--- config.mk ---
export PLATFORM = sky130hd
export DESIGN_NAME = pipe_ctrl
export DESIGN_NICKNAME = d
export VERILOG_FILES = /design/src/rtl/pipe_ctrl_pkg.sv /design/src/rtl/sat_counter.sv /design/src/rtl/pipe_ctrl.sv
export SDC_FILE = /design/constraint.sdc
export NUM_CORES = 1
export LEC_CHECK = 0
export CORE_ASPECT_RATIO = 0.9
export CORE_MARGIN = 5
export CORE_UTILIZATION = 40
export DETAILED_ROUTE_END_ITERATION = 16
export GPL_TIMING_DRIVEN = 1
export PLACE_DENSITY = 0.74
export SYNTH_ARGS = -nofsm -noshare
export SYNTH_HDL_FRONTEND = slang
export SYNTH_SLANG_ARGS = --single-unit
--- constraint.sdc ---
create_clock -name clk -period 1.8 [get_ports clk]
set_input_delay 0.18 -clock clk [delete_from_list [all_inputs] [get_ports clk]]
set_output_delay 0.18 -clock clk [all_outputs]
set_load 0.02 [all_outputs]
--- src/rtl/pipe_ctrl_pkg.sv ---
// Shared types and constants for the RV32I pipeline sequencer.
package pipe_ctrl_pkg;

    // Sequencer state.
    typedef enum logic [1:0] {
        ST_RUN      = 2'd0,
        ST_FREEZE   = 2'd1,
        ST_EX_WAIT  = 2'd2,
        ST_REDIRECT = 2'd3
    } state_e;

    // Why the front end is not advancing (debug visibility).
    typedef enum logic [1:0] {
        CAUSE_NONE     = 2'd0,
        CAUSE_MEM      = 2'd1,
        CAUSE_EX       = 2'd2,
        CAUSE_LOAD_USE = 2'd3
    } stall_cause_e;

    // 1 redirect cycle plus the instruction-ROM read latency.
    localparam int JUMP_FLUSH_CYCLES_DEF = 2;

    // Wide enough for the largest legal flush count (7).
    localparam int FLUSH_LEFT_W = 3;

endpackage

--- src/rtl/sat_counter.sv ---
// Saturating up-counter: holds at all-ones instead of wrapping.
module sat_counter #(
    parameter int W = 32
) (
    input  logic         clk,
    input  logic         rst,
    input  logic         inc_i,
    output logic [W-1:0] cnt_o
);

    logic [W-1:0] cnt_q;

    // Count enabled cycles, stop at the maximum value.
    always_ff @(posedge clk or negedge rst) begin
        if (!rst) begin
            cnt_q <= '0;
        end else if (inc_i && (cnt_q != {W{1'b1}})) begin
            cnt_q <= cnt_q + 1'b1;
        end
    end

    assign cnt_o = cnt_q;

endmodule

--- src/rtl/pipe_ctrl.sv ---
// Pipeline sequencer: arbitrates stall/flush requests from EX, ID and MEM
// and drives PC enable, per-stage stalls and the NOP-load flushes.
module pipe_ctrl
    import pipe_ctrl_pkg::*;
#(
    parameter int JUMP_FLUSH_CYCLES = JUMP_FLUSH_CYCLES_DEF,
    parameter int CNT_W             = 32
) (
    input  logic             clk,
    input  logic             rst,
    input  logic             jump_en_i,
    input  logic [31:0]      jump_addr_i,
    input  logic             load_use_i,
    input  logic             ex_busy_i,
    input  logic             mem_wait_i,
    output logic             pc_en_o,
    output logic             pc_jump_o,
    output logic [31:0]      jump_addr_o,
    output logic             stall_if_id_o,
    output logic             stall_id_ex_o,
    output logic             stall_ex_mem_o,
    output logic             flush_if_id_o,
    output logic             flush_id_ex_o,
    output logic [CNT_W-1:0] stall_cnt_o,
    output logic [CNT_W-1:0] flush_cnt_o
);

    localparam logic [FLUSH_LEFT_W-1:0] JUMP_LEFT = FLUSH_LEFT_W'(JUMP_FLUSH_CYCLES - 1);

    state_e                  state_q, state_d;
    logic [FLUSH_LEFT_W-1:0] flush_left_q, flush_left_d;
    // Low for the first cycle after reset release so every output stays 0
    // until the first clock edge.
    logic                    run_q;
    logic                    in_redirect;

    // Leaving FREEZE/EX_WAIT resumes the redirect if flush cycles remain.
    assign in_redirect = (state_q == ST_REDIRECT) ||
                         (((state_q == ST_FREEZE) || (state_q == ST_EX_WAIT)) &&
                          (flush_left_q != '0));

    // Priority resolution: mem_wait > ex_busy > jump > redirect/load-use.
    always_comb begin
        state_d        = state_q;
        flush_left_d   = flush_left_q;
        pc_en_o        = 1'b0;
        pc_jump_o      = 1'b0;
        jump_addr_o    = '0;
        stall_if_id_o  = 1'b0;
        stall_id_ex_o  = 1'b0;
        stall_ex_mem_o = 1'b0;
        flush_if_id_o  = 1'b0;
        flush_id_ex_o  = 1'b0;
        if (!run_q) begin
            state_d = ST_RUN;
        end else if (mem_wait_i) begin
            // Whole front end frozen; flush_left kept for after the wait.
            state_d        = ST_FREEZE;
            stall_if_id_o  = 1'b1;
            stall_id_ex_o  = 1'b1;
            stall_ex_mem_o = 1'b1;
        end else if (ex_busy_i) begin
            // EX inserts its own bubble into EX/MEM.
            state_d       = ST_EX_WAIT;
            stall_if_id_o = 1'b1;
            stall_id_ex_o = 1'b1;
        end else if (jump_en_i) begin
            pc_en_o       = 1'b1;
            pc_jump_o     = 1'b1;
            jump_addr_o   = jump_addr_i;
            flush_if_id_o = 1'b1;
            flush_id_ex_o = 1'b1;
            flush_left_d  = JUMP_LEFT;
            state_d       = (JUMP_LEFT != '0) ? ST_REDIRECT : ST_RUN;
        end else if (in_redirect) begin
            // ID holds a NOP here, so load_use_i is meaningless.
            pc_en_o       = 1'b1;
            flush_if_id_o = 1'b1;
            if (flush_left_q != '0) begin
                flush_left_d = flush_left_q - 1'b1;
            end
            state_d = (flush_left_q > FLUSH_LEFT_W'(1)) ? ST_REDIRECT : ST_RUN;
        end else if (load_use_i) begin
            stall_if_id_o = 1'b1;
            flush_id_ex_o = 1'b1;
            state_d       = ST_RUN;
        end else begin
            pc_en_o = 1'b1;
            state_d = ST_RUN;
        end
    end

    // Sequencer state registers.
    always_ff @(posedge clk or negedge rst) begin
        if (!rst) begin
            state_q      <= ST_RUN;
            flush_left_q <= '0;
            run_q        <= 1'b0;
        end else begin
            state_q      <= state_d;
            flush_left_q <= flush_left_d;
            run_q        <= 1'b1;
        end
    end

    sat_counter #(.W(CNT_W)) u_stall_cnt (
        .clk   (clk),
        .rst   (rst),
        .inc_i (~pc_en_o),
        .cnt_o (stall_cnt_o)
    );

    sat_counter #(.W(CNT_W)) u_flush_cnt (
        .clk   (clk),
        .rst   (rst),
        .inc_i (flush_if_id_o | flush_id_ex_o),
        .cnt_o (flush_cnt_o)
    );

endmodule

Word level (Yosys, flattened, before mapping)
Cells that the tools add are included.

word-level totals
  flip-flop bits (word level) = 70
  input bits = 38
  output and inout port bits = 103
  word-level logic and storage cells = 70

operators by class
  reductions and logical operators = 9
  mux-type cells = 43
  bitwise operators = 4
  order comparisons = 1
  equal/unequal tests = 5
  $add $sub $neg = 3

operators with widths
  cell                                                                             number
  32-bit 2-to-1 mux                                                                4
  32-bit by 1-bit adder with 32-bit output, second input constant                  2
  32-bit != test, second input constant                                            2
  1-bit 2-to-1 mux                                                                 30
  2-bit 2-to-1 mux                                                                 6
  3-bit 2-to-1 mux                                                                 3
  5-bit AND reduction                                                              1
  2-bit equality test, second input constant                                       2
  2-bit nonzero test                                                               2
  3-bit by 1-bit greater-than comparator with 1-bit output, second input constant  1
  1-bit logical AND                                                                3
  1-bit inverter                                                                   3
  3-bit nonzero test                                                               1
  3-bit by 1-bit subtractor with 3-bit output, second input constant               1
  2-bit by 1-bit equality test with 1-bit output, second input constant            1
  1-bit logical OR                                                                 2
  1-bit OR                                                                         1

Depth between registers and ports, before layout
  depth after elaboration = 11
  gate-level depth with buffers = 8

Modules after synthesis
Synthesis repeated with hierarchy kept, for this count alone.

second synthesis, totals
  cells, all modules = 392
  area total of the unflattened synthesis = 3933.8 um^2

modules (own cells, without submodules)
  module       seq. area each (um^2)  instances  area an instance (um^2)  cells each
  sat_counter  800.8                  2          1624.1                   151
  pipe_ctrl    150.1                  1          685.7                    90

Worst setup path after synthesis
OpenSTA, ideal clock, no wires.

  kind = register -> register
  start point = register u_stall_cnt.cnt_q[0] (netlist: u_stall_cnt.cnt_o[0])
  end point = register u_stall_cnt.cnt_q[18] (netlist: u_stall_cnt.cnt_o[18])
  period minus slack after synthesis = 2.080 ns
  data required time = 1.720 ns
  arrival = 2.000 ns
  cell stages (with the launch flop) = 9
  setup time = 0.080 ns
  path slack = -0.280 ns
  buffers on the path = 2
  path through = dfrtp_1 -> ha_1 -> and3_1 -> and3_1 -> and4_1 -> buf_2 -> buf_2 -> nor4_1 -> xor2_1

on the way
  longest elaborated chain between the ends = 2
  elaborated cells between the ends (all ways) = 3
  classes of those cells = add/sub (1); eq/ne (1); reduce/logical (1)

RTL lines
  what                                                                              line               source
  start: declaration                                                                sat_counter.sv:11  logic [W-1:0] cnt_q;
  start signal: assignment                                                          sat_counter.sv:18  cnt_q <= cnt_q + 1'b1;
  branches (longest 2 deep; another with 32-bit by 1-bit adder with 32-bit output)  --

Parallel ways; which one is timed is not known.
A chain may end at the register's enable or synchronous reset.

Final worst setup path
  start point = register flush_left_q[0]
  end point = output port stall_if_id_o

on the way
  longest elaborated chain between the ends = 8

RTL lines
  what                      line              source
  start: declaration        pipe_ctrl.sv:31   logic [FLUSH_LEFT_W-1:0] flush_left_q, flush_left_d;
  start signal: assignment  pipe_ctrl.sv:101  flush_left_q <= flush_left_d;
  3-bit nonzero test        pipe_ctrl.sv:40   (flush_left_q != '0));
  1-bit logical AND         pipe_ctrl.sv:39   (((state_q == ST_FREEZE) || (state_q == ST_EX_WAIT)) &&
  1-bit logical OR          pipe_ctrl.sv:38   assign in_redirect = (state_q == ST_REDIRECT) ||
  1-bit 2-to-1 mux          pipe_ctrl.sv:75   end else if (in_redirect) begin
  1-bit 2-to-1 mux          pipe_ctrl.sv:67   end else if (jump_en_i) begin
  1-bit 2-to-1 mux          pipe_ctrl.sv:62   end else if (ex_busy_i) begin
  1-bit 2-to-1 mux          pipe_ctrl.sv:56   end else if (mem_wait_i) begin
  1-bit 2-to-1 mux          pipe_ctrl.sv:54   if (!run_q) begin
  end: declaration          pipe_ctrl.sv:19   output logic stall_if_id_o,

Every way passes these cells.

==> impl_metrics.toml <==
[placed_design]
gp_congestion = 0.8353
dp_hpwl_um = 9351
pre_cts_ws_ns = -0.3714
port_buffers = 140

[global_route]
grt_pass1_wl_um = 21380
first_global_vias = 4398
gr-usage-all-layers_pct = 23.20
grt.overflow.total = 0
grt_max_degree = 38
antenna_found_initial = 0

[final_layout]
syn_to_final_growth_pct = 97.04
n_antenna_cell = 0
fin_nets = 684
layout-drive-gt1-share_pct = 48.45
fillers = 533

[clock_network]
cts_tree = "built"
path_clk_slew_ns = 0.08
numCtsBuffers = 9
clock_path_buffers = 2
cts_max_level = 3
clockRootBuffer = "clkbuf_8"
cts.sinks = 70
clock_latency_ns = 0.35

[critical_path]
cp-start-kind = "flop"
cpPeakStageDelay_ns = 0.41
cp_slowest_cell = "dfrtp_1"
cpMostUsedCell = "buf_4"
timing.rr.end = "u_stall_cnt.cnt_o[9]$_DFFE_PN0P_"
endpoint_kind = "output pin"
crit_path_max_fanout = 2
worstPathArrival_ns = 1.91
crit_chain = "inv_2, ha_4, nand2b_4, a2111oi_4, buf_4, nor3_1, nor2_1, buf_4"
reg2reg_from = "flush_left_q[0]$_DFFE_PN0P_"
rr_worst_depth = 9
critPathRequiredTime_ns = 1.62
reg2reg_slack_ns = -0.27
crit_type = "flop to output pin"
startpoint = "flush_left_q[0]$_DFFE_PN0P_"

[synthesis]
synth.distinct_cells = 44
ys_ff_latch = 70
synth.top_cell.area_share_pct = 46.57
syn-num-nets = 411
synth.avg_cell_area_sq_um = 10.22
ys_seq_area_share_pct = 46.57
synthCells = 368
synth-edff-count = 0
post-synth-top-count-cell = "dfrtp_1"
async_flop_share_pct = 100.0
synth-main-ff-cell = "dfrtp_1"
synth_top_cell_by_area = "dfrtp_1"
synth_warnings = 0
synth.area.top_cells = "dfrtp_1 47%, xnor2_1 10%, and3_1 7.5%"
syn_area_sq_um = 3761
synth_common_cells = "70 x dfrtp_1, 45 x and3_1, 45 x xnor2_1, 32 x nand4_1, 28 x nand3_1"

[sta]
fin_crit_ns = 2.089
timing.hold.ws_ns = 0.3241
slew_violations = 0
hold_viol = 0
fin_ws_ns = -0.2891
worst_pin_slew_ns = 0.5350
finClkSkew_ns = 0.01898
fmax_mhz = 478.7
rsz0062_at_grt = "true"
setup_violations = 67
period_share_pct = 116.1
slew_headroom_pct = 64.06

[route]
vias = 4155
ant_nets = 0
routed_wl_um = 14520
avgRoutedWirePerCell_um = 18.90
post-route-drc-count = 0
drt_iter0_markers = 139
drt-pass1-iter-count = 4
via_per_inst = 5.410

[power_and_ir_drop]
p_per_area_nw_per_um2 = 731.2
p_leak_uw = 0.003220
vdd_drop_max_mv = 0.5366
total_power_uw = 5419

[die]
core_region_area_sq_um = 9166
start_util_pct = 41.03
dieWidth_um = 112.2
ios = 141
rows = 33
fp.dieArea_sq_um = 11440
die_h_um = 102.0

[run_status]
status = "finished with violations"
violations = "setup timing"

[hold_path]
min_path_type = "input pin to asynchronous set/reset pin"

[flow_run]
maxCapViolations = 0
==> how the worst max path moves through the flow <==
| stage | slack [ns] | depth (start not counted) | end |
|---|---|---|---|
| after floorplan | -0.11 | 7 | u_stall_cnt.cnt_o[30]$_DFFE_PN0P_ |
| after global placement | -0.31 | 6 | u_flush_cnt.cnt_o[30]$_DFFE_PN0P_ |
| after detailed placement | -0.37 | 6 | u_flush_cnt.cnt_o[30]$_DFFE_PN0P_ |
| after CTS | -0.24 | 10 | u_stall_cnt.cnt_o[31]$_DFFE_PN0P_ |
| after global routing | -0.36 | 8 | stall_if_id_o |
| final | -0.29 | 8 | stall_if_id_o |
==> report_power, final <==
group          total, uW  internal [uW]  leakage (uW)  switching (uW)
sequential          1900           1750      0.000910             156
combinational       2040           1090       0.00220             953
clock               1470            861      0.000114             610
==> state kept, by name, summed over array words and instances (netlist names) <==
signal             cells
flush_left_q           3
run_q                  1
state_q                2
u_flush_cnt.cnt_o     32
u_stall_cnt.cnt_o     32
==> repair_timing <==
action                                  in CTS  in global routing
setup buffers                               15                 11
hold buffers                                 1                  0
endpoints found under the setup margin     102                101
gates cloned                                 4                  1
gates resized for setup                    243                106
pin swaps                                   66                 65
hold endpoints to repair                    18                  0
==> cell families after synthesis <==
group / after synthesis / synth area share, %
AO/OA/AOI/OAI: 21 / 4.557
XOR/XNOR: 61 / 14.20
adder cells (fa/ha/maj): 5 / 1.663
buffers and inverters: 22 / 2.329
flip-flops: 70 / 46.57
multiplexers: 3 / 0.8649
other: 1 / 0.09970
AND/OR/NAND/NOR: 185 / 29.71
==> cells in the final DEF (no fill, tap or decap), types with 3 or more instances in the layout <==
cell type | netlist | routed
nor2_4 | 0 | 4
a21oi_1 | 5 | 3
nand3_4 | 0 | 6
nor4_4 | 0 | 7
nor3_4 | 0 | 6
clkbuf_8 | 0 | 11
nor4b_4 | 0 | 3
clkdlybuf4s50_1 | 0 | 100
xor2_1 | 16 | 16
xnor2_2 | 0 | 10
nand3_1 | 28 | 12
o21ai_0 | 5 | 3
dfrtp_2 | 0 | 18
and3_1 | 45 | 14
inv_1 | 9 | 7
nor3_1 | 12 | 6
buf_6 | 0 | 49
dfrtp_1 | 70 | 52
nor2_1 | 16 | 13
buf_4 | 0 | 113
ha_4 | 0 | 3
dlygate4sd2_1 | 0 | 3
and3_4 | 0 | 31
and2_1 | 6 | 6
nand3_2 | 0 | 10
nand2_1 | 18 | 14
buf_12 | 0 | 4
xnor2_1 | 45 | 35
nand4_1 | 32 | 32
==> layout make-up <==
cell class | count | area, sq um | area share (%)
tap | 122 | 152.6 | 2.060
multi-input combinational | 277 | 2655 | 35.83
sequential | 70 | 1774 | 23.94
timing repair buffer | 274 | 2567 | 34.64
inverter | 9 | 33.78 | 0.4558
clock buffer | 13 | 158.9 | 2.144
clock inverter | 3 | 68.82 | 0.9286
==> critical path: cells and delay by family (launching register included) <==
| kind | cells | cell delay (ns) |
|---|---|---|
| buf+inv | 3 | 0.44 |
| flops | 1 | 0.41 |
| compound gates | 1 | 0.36 |
| simple gates | 3 | 0.20 |
| fa+ha+maj | 1 | 0.16 |
==> through the flow <==
step,cells,instance area (sq um),util (%),setup TNS (ns)
floorplan,368,3953,-,-2.868
global placement,728,6310,68.84,-21.64
detailed placement,728,6310,68.84,-25.59
CTS,761,6908,75.36,-8.575
global route,768,7411,80.85,-17.56
finish,768,7411,80.85,-12.84
==> metal layers <==
| metal | up-vias | track usage, % | share of wire, % |
|---|---|---|---|
| li1 | 1883 | - | - |
| met1 | 2071 | 26.20 | 37 |
| met2 | 170 | 42.65 | 53 |
| met3 | 31 | 6.927 | 7.3 |
| met4 | 0 | 7.116 | 1.9 |
| met5 | - | 0 | 0 |
No activity file was read; power rests on OpenSTA's default activity.
